File: config.mk
export PLATFORM = sky130hd
export DESIGN_NAME = partial_pooling
export DESIGN_NICKNAME = d
export VERILOG_FILES = /design/src/rtl/partial_pooling.sv
export SDC_FILE = /design/constraint.sdc
export NUM_CORES = 1
export LEC_CHECK = 0
export ABC_AREA = 1
export CAP_MARGIN = 20
export CORE_MARGIN = 10
export CORE_UTILIZATION = 35
export DETAILED_ROUTE_END_ITERATION = 8
export PLACE_DENSITY = 0.62
export SYNTH_ARGS = -nofsm -noshare
export SYNTH_HDL_FRONTEND = slang
export SYNTH_SLANG_ARGS = --single-unit
File: constraint.sdc
create_clock -name clk -period 5.3 [get_ports clk]
set_input_delay 1.59 -clock clk [delete_from_list [all_inputs] [get_ports clk]]
set_output_delay 1.59 -clock clk [all_outputs]
set_load 0.01 [all_outputs]
File: src/rtl/partial_pooling.sv
// Signed two-input max stage for CNN max pooling: combinational pair max plus a
// registered result that can fold successive pair maxima into one window value.
module partial_pooling #(
   parameter int DATA_W = 22
) (
   input  logic                clk,
   input  logic                rst,
   input  logic                i_valid,
   input  logic                i_acc,
   input  logic [2*DATA_W-1:0] i_data,
   output logic [DATA_W-1:0]   o_data,
   output logic                o_sel,
   output logic [DATA_W-1:0]   o_data_r,
   output logic                o_sel_r,
   output logic                o_valid
);

   logic signed [DATA_W-1:0] data_0;
   logic signed [DATA_W-1:0] data_1;
   logic signed [DATA_W-1:0] pair_max;
   logic                     pair_sel;

   logic signed [DATA_W-1:0] data_q, data_d;
   logic                     sel_q, sel_d;
   logic                     valid_q;

   assign data_0 = $signed(i_data[DATA_W-1:0]);
   assign data_1 = $signed(i_data[2*DATA_W-1:DATA_W]);

   // Ties go to data_1, so only a strict win by data_0 clears the select.
   assign pair_sel = !(data_0 > data_1);
   assign pair_max = pair_sel ? data_1 : data_0;

   always_comb begin
      data_d = data_q;
      sel_d  = sel_q;
      if (i_valid) begin
         if (!i_acc) begin
            data_d = pair_max;
            sel_d  = pair_sel;
         end else if (pair_max > data_q) begin
            data_d = pair_max;
            sel_d  = 1'b1;
         end else begin
            // Stored value kept, including on a tie.
            sel_d  = 1'b0;
         end
      end
   end

   always_ff @(posedge clk) begin
      if (rst) begin
         data_q  <= '0;
         sel_q   <= 1'b0;
         valid_q <= 1'b0;
      end else begin
         data_q  <= data_d;
         sel_q   <= sel_d;
         valid_q <= i_valid;
      end
   end

   assign o_data   = pair_max;
   assign o_sel    = pair_sel;
   assign o_data_r = data_q;
   assign o_sel_r  = sel_q;
   assign o_valid  = valid_q;

endmodule

==> impl_metrics.yaml, run 1 <==
clock_network:
  cts_tree: "yes"
  cts_buffers: 3
  cts.path.max_buffers: 2
  cts.sinks: 24
  cts_root_buffer: "clkbuf_8"
  htreeDepth: 1
  insertion_delay_ns: 0.27
  ctsHoldBuffers: 0
  clk_pin_slew_ns: 0.08
yosys:
  ys_warn_count: 0
  synth_commonest_cells: "nand2_1 (136), inv_1 (71), ha_1 (44), nand2_2 (44), nor2_2 (42)"
  synthDistinctLibCells: 21
  netlist_area_um2: 2720
  synth_compound_area_share_pct: 3.04
  yosys-top-cells-area: "ha_1 (20%), nand2_1 (19%), dfxtp_1 (18%)"
  syn_inst: 425
  ys.flop_type: "dfxtp_1"
  ys_seq_area_share_pct: 17.7
  muxShareOfSynthArea_pct: 0
  synth_most_common_cell: "nand2_1"
  ys_ff_latch: 24
  synthSimpleGateAreaFrac_pct: 45.6
  syn_nets: 517
  synth_fa_ha_area_share_pct: 20.3
  synth_edf_count: 0
  synthArstFlopShare_pct: 0
  synthXorXnorAreaFrac_pct: 0
  synth_top_family_by_area: "simple AND/OR/NAND/NOR gates"
  yosysTopAreaCell: "ha_1"
  synth_top_area_share_pct: 20.3
  syn_area_per_cell_um2: 6.39
pwr:
  p_seq_share_pct: 21.3
  peakVddDrop_v: 0.0000916
  pwr-share-comb_pct: 68.3
  leakagePower_nw: 2.57
  p_int_mw: 0.627
  p_sw_share_pct: 41.7
  power.switching_mw: 0.449
  power_frac_clock_pct: 10.5
  power_density_nw_per_um2: 240
floorplanning:
  core_area_um2: 7650
  start_util_pct: 35.5
  die_w_um: 108
  die_h_um: 108
  die_area_um2: 11700
  boundaryPins: 95
  num_rows: 32
sta:
  setup_slack_ns: 0.0716
  fin_setup_tns_ns: 0
  finalCritPeriodShare_pct: 98.6
  setup-violations-final: 0
  relSlewSlack_pct: 50.4
  period_minus_slack_ns: 5.23
  fin_worst_skew_ns: 0.00471
  slew_violations: 0
  tightest_slew_ns: 0.743
  fmax_ghz: 0.191
  finalHoldViolCount: 0
detailed_routing:
  drc: 0
  post_drt_wl_per_cell_um: 12.9
  drt-pass1-iter-count: 4
  drt-total-wl_um: 8790
  avgViaCountPerCell: 4.35
  drtAntennaViolNets: 0
  vias: 2965
  first_iter_violations: 111
placed_design:
  hpwl_um: 7120
  place.gp.congestion: 0.852
  numPortBuffers: 94
  placed_cells: 672
  post-place-ws_ns: -0.441
  place_area_um2: 4190
finish:
  area_growth_pct: 64.8
  drive_above_1_share_pct: 36.8
  utilization_pct: 58.6
  stdcell_area_um2: 4480
  antennaDiodeCount: 0
  nets: 673
  fin_cells: 681
critical_path:
  criticalPathCategory: "input pin to primary output"
  crit_path_start_kind: "input pin"
  worstPathArrival_ns: 3.64
  reg2reg_depth: 14
  critPathMaxFanout: 5
  required_ns: 3.71
  end_kind: "primary output"
grt:
  grt_overflow: 0
  grt_pass1_vias: 2819
  grt_max_degree: 32
  grtUsageTotal_pct: 14.1
  antenna_found_initial: 0
  grt_pass1_wl_um: 13600
min_path:
  hold_path_class: "register to register"
  hold_depth: 2
status:
  outcome: "finished, final reports clean"
run:
  maxCapViolations: 0
## per-layer routing
layer / track usage, % / vias up / share of wire [%]
li1: - / 1593 / -
met1: 17.1 / 1301 / 43
met2: 25.7 / 62 / 52
met3: 1.61 / 9 / 4.7
met4: 3.72 / 0 / 1.2
met5: 0 / - / 0
## power groups by stage
stage / sequential [mW] / clock (mW) / combinational, mW
floorplan: 0.246 / 0 / 0.379
global placement: 0.233 / 0 / 0.710
detailed placement: 0.234 / 0 / 0.721
CTS: 0.230 / 0.117 / 0.711
global route: 0.233 / 0.122 / 0.826
finish: 0.229 / 0.113 / 0.734
## cell usage in the layout (no fill, tap or decap)
cell / instances
nand2_1: 128
inv_1: 67
buf_4: 61
nand2_2: 52
nor2_2: 46
clkdlybuf4s50_1: 36
ha_1: 35
dlymetal6s2s_1: 32
dfxtp_1: 24
buf_2: 19
nor2_1: 14
a21oi_1: 11
ha_4: 9
nand3_1: 7
nand4_1: 4
inv_2: 4
dlygate4sd2_1: 4
buf_6: 4
nor2_4: 3
nand3_2: 3
clkbuf_8: 3
buf_12: 3
a21o_1: 2
clkbuf_16: 2
a21oi_2: 1
o21bai_1: 1
nand2_4: 1
inv_8: 1
nor3_2: 1
nand3b_1: 1
## path summary, 6_finish.rpt
kind              slack [ns]      endpoint    startpoint
setup / recovery        0.07    o_data[18]    i_data[18]
hold / removal          0.48       o_sel_r       o_sel_r
setup reg to reg        3.19  o_data_r[19]  o_data_r[21]
hold reg to reg         0.48       o_sel_r       o_sel_r
## metrics by stage
stage	total power, mW	hold slack [ns]
after floorplan	0.625	0.481
after global placement	0.944	0.454
after detailed placement	0.955	0.467
after CTS	1.06	0.481
after global routing	1.18	0.498
final	1.08	0.478
## registers in the layout, indices dropped and copies added, names as in the netlist
name / flops
o_valid: 1
o_sel_r: 1
o_data_r: 22
## worst max-delay path, cell delays in order
cell and delay, ns:
clkdlybuf4s50_1 0.42, ha_1 0.28, nand2_1 0.08, nor2_4 0.12, nand2_2 0.09, nor2_4 0.12
nand2_2 0.07, nand4_1 0.10, nand2_2 0.09, nand2_4 0.11, inv_8 0.06, buf_12 0.13
buf_4 0.13, nand2_2 0.05, nand2_2 0.05, buf_4 0.14
## logic make-up (layout without fill, tap and decap cells)
family / count (synthesis) / after routing
AND/OR/NAND/NOR: 260 / 260
buffers and inverters: 82 / 236
adder cells (fa/ha/maj): 44 / 44
flip-flops: 24 / 24
AO/OA/AOI/OAI: 15 / 15
## cell type report
| type | count | area, um2 |
|---|---|---|
| fillers | 746 | 3170 |
| repair buffers | 161 | 1500 |
| multi-input cells | 319 | 2050 |
| inverters | 72 | 278 |
| well taps | 102 | 128 |
| flip-flops and latches | 24 | 480 |
| clock buffers | 3 | 41.3 |
## what timing repair did
action                                  CTS  global route
pin swaps                                 5            24
setup buffers                             3             1
gates resized for setup                 107            57
cloned                                    0             2
endpoints found under the setup margin   23            45
Note: power is estimated with default switching activity, not from simulation.
==> run 2, diff against run 1 <==
--- a/config.mk
+++ b/config.mk
@@ -14,3 +14,4 @@
 export SYNTH_ARGS = -nofsm -noshare
 export SYNTH_HDL_FRONTEND = slang
 export SYNTH_SLANG_ARGS = --single-unit
+export TNS_END_PERCENT = 5
==> impl_metrics.yaml, run 2 (synthesis gave the netlist of run 1 again) <==
pwr:
  p_sw_share_pct: 41.7
  pwr-share-comb_pct: 68.4
  peakVddDrop_v: 0.0000937
  p_int_mw: 0.635
  power.switching_mw: 0.455
  leakagePower_nw: 2.53
  total_power_mw: 1.09
  power_density_nw_per_um2: 242
  p_seq_share_pct: 21.0
  power_frac_clock_pct: 10.6
finish:
  fin_cells: 678
  stdcell_area_um2: 4510
  area_growth_pct: 65.8
  regArea_um2: 480
  antennaDiodeCount: 0
  final_common_cell: "nand2_1"
  multi_input_comb_area_um2: 2070
  drive_above_1_share_pct: 37.0
  final_cell_mix: "nand2_1 (123), inv_1 (68), buf_4 (56)"
  largest_reg_flops: 22
  fillerInstances: 745
  nets: 670
placed_design:
  place_area_um2: 4190
  numPortBuffers: 94
  place.gp.congestion: 0.852
  placed_cells: 672
  post-place-ws_ns: -0.441
  hpwl_um: 7120
floorplanning:
  num_rows: 32
  boundaryPins: 95
  die_w_um: 108
  start_util_pct: 35.5
  die_area_um2: 11700
  die_h_um: 108
  core_area_um2: 7650
sta:
  finalCritPeriodShare_pct: 97.6
  setup_slack_ns: 0.128
  setup-violations-final: 0
  fin_worst_skew_ns: 0.00471
  period_minus_slack_ns: 5.17
  finalHoldViolCount: 0
  slew_violations: 0
  relSlewSlack_pct: 49.4
  fmax_ghz: 0.193
  tightest_slew_ns: 0.759
status:
  outcome: "finished, final reports clean"
detailed_routing:
  avgViaCountPerCell: 4.33
  drtAntennaViolNets: 0
  post_drt_wl_per_cell_um: 12.8
  drt-total-wl_um: 8650
  drc: 0
  vias: 2933
  first_iter_violations: 98
  drt-pass1-iter-count: 4
critical_path:
  required_ns: 3.71
  critPathMaxFanout: 8
  crit_path_start_kind: "input pin"
  worstPathArrival_ns: 3.58
  end_kind: "primary output"
  criticalPathCategory: "input pin to primary output"
clock_network:
  htreeDepth: 1
  cts_tree: "yes"
  cts.path.max_buffers: 2
  cts.sinks: 24
  insertion_delay_ns: 0.27
  clk_pin_slew_ns: 0.09
  cts_buffers: 3
  cts_root_buffer: "clkbuf_8"
grt:
  grtUsageTotal_pct: 14.0
  grt_max_degree: 32
  antenna_found_initial: 0
  grt_pass1_vias: 2795
  grt_pass1_wl_um: 13500
  grt_overflow: 0
min_path:
  hold_path_class: "register to register"
run:
  maxCapViolations: 0
-- run 2: path summary, 6_finish.rpt --
kind | startpoint | slack (ns) | depth (start not counted) | end
max | i_data[27] | 0.13 | 14 | o_data[12]
min | o_sel_r | 0.48 | 2 | o_sel_r
max reg2reg | o_data_r[21] | 3.22 | 14 | o_data_r[19]
min reg2reg | o_sel_r | 0.48 | 2 | o_sel_r
-- run 2: final cells by class --
cell class                      count  share of cell area, %
Multi-Input combinational cell    319                   45.8
Tap cell                          102                   2.83
Sequential cell                    24                   10.7
Clock buffer                        3                  0.916
Timing Repair Buffer              158                   33.6
Inverter                           72                   6.16
-- run 2: worst max-delay path: stages --
cell	delay (ns)
clkdlybuf4s50_1	0.48
inv_1	0.07
ha_4	0.27
nand2_1	0.06
nor2_2	0.10
buf_4	0.11
buf_4	0.09
nand4_1	0.17
nand2_4	0.19
inv_8	0.06
buf_12	0.14
nand2_2	0.05
nand2_2	0.05
buf_4	0.15
-- run 2: stage by stage --
| stage | utilization [%] | hold WS, ns | setup TNS (ns) |
|---|---|---|---|
| final | 58.9 | 0.480 | 0 |
| after CTS | 54.5 | 0.481 | -0.147 |
| after global routing | 58.9 | 0.499 | -0.166 |
| after floorplan | - | 0.481 | 0 |
| after detailed placement | 54.8 | 0.467 | -11.95 |
| after global placement | 54.8 | 0.454 | -10.65 |
-- run 2: routing by layer --
| metal | track usage (%) | wire (um) |
|---|---|---|
| met5 | 0 | 0 |
| met4 | 3.72 | 95 |
| met3 | 1.61 | 409 |
| met2 | 25.4 | 4440 |
| met1 | 17.0 | 3710 |
-- run 2: repair_timing --
item                                   CTS  global route
cloned                                   0             2
hold buffers                             0             0
endpoints found under the hold margin    0             0
buffers inserted                         0             1
resized for setup                       96            75
pin swaps                                4            24
setup endpoints to repair               23            45
-- run 2: power groups by stage --
stage	registers, mW	logic, mW	clock network, mW
4_1_cts	0.230	0.703	0.117
6_report	0.229	0.746	0.115
5_1_grt	0.233	0.838	0.122
3_3_place_gp	0.233	0.710	0
3_5_place_dp	0.234	0.721	0
2_1_floorplan	0.246	0.379	0
==> RTL edit: new RTL, flow settings as in run 1 <==
`data_q` no longer has a reset.
--- a/src/rtl/partial_pooling.sv
+++ b/src/rtl/partial_pooling.sv
@@ -50,14 +50,16 @@
 
    always_ff @(posedge clk) begin
       if (rst) begin
-         data_q  <= '0;
          sel_q   <= 1'b0;
          valid_q <= 1'b0;
       end else begin
-         data_q  <= data_d;
          sel_q   <= sel_d;
          valid_q <= i_valid;
       end
+   end
+
+   always_ff @(posedge clk) begin
+      data_q <= data_d;
    end
 
    assign o_data   = pair_max;
Function: changed (Yosys sat finds a counterexample within 4 cycles, from zero or initial values and one cycle with rst high).
==> RTL edit against run 1 <==
Setup slack better by 0.045 ns. Sequential cell count unchanged. Non-clock buffer count is 25 higher. Total power rose by 5.8%. Global-route usage up 2.1 points. Final cell count decreased by 15%. Design area increased by 5.3%. Area after synthesis fell by 11%. Critical endpoint is now o_data[15]. Routed wire length is 0.24% higher. Largest cell class unchanged.
==> RTL edit: results (changes against run 1) <==
* Result of the run: finished, final reports clean
- Routed vias/inst: 4.68 (+7.4%)
- Cell at the slowest stage of the critical path: sky130_fd_sc_hd__ha_4
* Layout filler cell count: 546 (-27%)
- Commonest cells post-synth: sky130_fd_sc_hd__inv_1 (75), sky130_fd_sc_hd__nand2_1 (75), sky130_fd_sc_hd__ha_1 (44)
- Proportion of layout cells with a drive suffix above 1: 0.455 (+0.0872)
- Delay of the slowest critical-path stage: 0.29 ns (-0.13 ns)
* Clock-pin slew of the registers on the worst-case setup and hold paths: 0.10 ns (+0.02 ns)
* Tot GR Track Use: 0.162 (+0.0209)
- The worst supply voltage drop on vdd came to 0.143 mV (+56%).
* Final Skew: 0.00886 ns (+0.00415 ns)
- Largest net degree at the start of global routing: 23 (-28%)
* Routability cong.: 0.824 (-3.3%)
- The instance area after placement was 4000 um^2 (-4.6%).
* Starting DRC count in detailed routing: 86 (-23%)
- Via count of the first global-routing pass: 2,985 (+5.9%)
- The number of enable flip-flop cells after synthesis was 22 (+22).
- Net count after synthesis: 407 (-21%)
- Data arrival time at the worst-slack endpoint: 3.59 ns (-0.05 ns)
- The placed wire-length estimate is 6130 um (-14%).
* Synth cell types: 18 (-14%)
- The complex-gate fraction of the synthesized area came to 0.108 (+0.0773).
* Synth area leaders: sky130_fd_sc_hd__edfxtp_1 (27%), sky130_fd_sc_hd__ha_1 (23%), sky130_fd_sc_hd__inv_1 (12%), sky130_fd_sc_hd__nand2_1 (12%), sky130_fd_sc_hd__a21oi_2 (7.6%)
* Adder-Cell Fraction of Synth Area: 0.227 (+0.0242)
- The layout net count was 594 (-12%).
[RTL edit: cell types whose count changed in the layout (fill, tap and decap cells not counted), sizes merged, moves of 2 or more]
cell                  run 1  this run
a21oi                    12        34
buf                      87       112
clkdlybuf4s50            36        27
dfxtp                    24         2
dlygate4sd2               4        28
dlymetal6s2s             32        17
edfxtp                    0        22
inv                      72        75
nand2                   181        78
nor2                     63        38
nor4                      0         2
[RTL edit: cell type report]
| type | count | area (um^2) | area share |
|---|---|---|---|
| timing repair buffer | 186 | 1700 | 0.359 |
| clock inverter | 1 | 30.0 | 0.00636 |
| multi-input combinational | 212 | 1870 | 0.396 |
| tap | 80 | 100 | 0.0212 |
| clock buffer | 3 | 41.3 | 0.00875 |
| inverter | 75 | 282 | 0.0597 |
| sequential | 24 | 701 | 0.149 |
[RTL edit: metrics by stage]
stage / cells / utilization
after detailed placement: 556 / 0.592
after floorplan: 315 / -
final: 581 / 0.698
after global placement: 556 / 0.592
after global routing: 581 / 0.698
after CTS: 579 / 0.669
[RTL edit: cell families (layout without fill, tap and decap cells)]
group,after synthesis,after routing
buffers and inverters,79,265
AO/OA/AOI/OAI,36,36
adder cells (fa/ha/maj),44,44
AND/OR/NAND/NOR,132,132
flip-flops,24,24
[RTL edit: metal layers]
layer	routed length, um	track usage	up-vias
met5	0	0	-
met4	128	0.0439	0
met3	627	0.0385	10
met2	4650	0.311	86
met1	3410	0.172	1252
li1	-	-	1370
[RTL edit: worst paths after layout]
check | from | end | slack (ns) | depth (start not counted)
worst max register to register | o_data_r[21] | o_data_r[18] | 3.04 | 11
worst max-delay path | i_data[11] | o_data[15] | 0.12 | 15
worst min-delay path | o_sel_r | o_sel_r | 0.47 | 2
worst min register to register | o_sel_r | o_sel_r | 0.47 | 2
[RTL edit: power by group]
group	internal, mW	switching, mW	total, mW
Clock	0.101	0.0705	0.172
Sequential	0.251	0.0156	0.266
Combinational	0.360	0.340	0.700
Total	0.712	0.426	1.14
[RTL edit: tightest hold or removal path, cell delays in order, from the launching register on]
cell and delay (ns):
sky130_fd_sc_hd__dfxtp_1 0.32, sky130_fd_sc_hd__nand2_1 0.06, sky130_fd_sc_hd__a21oi_1 0.05
[RTL edit: what timing repair did]
action / CTS / global route
cloned: 3 / 1
resized for setup: 193 / 41
endpoints found under the setup margin: 23 / 45
setup buffers: 17 / 1
pin swaps: 33 / 16
endpoints found under the hold margin: 0 / 0
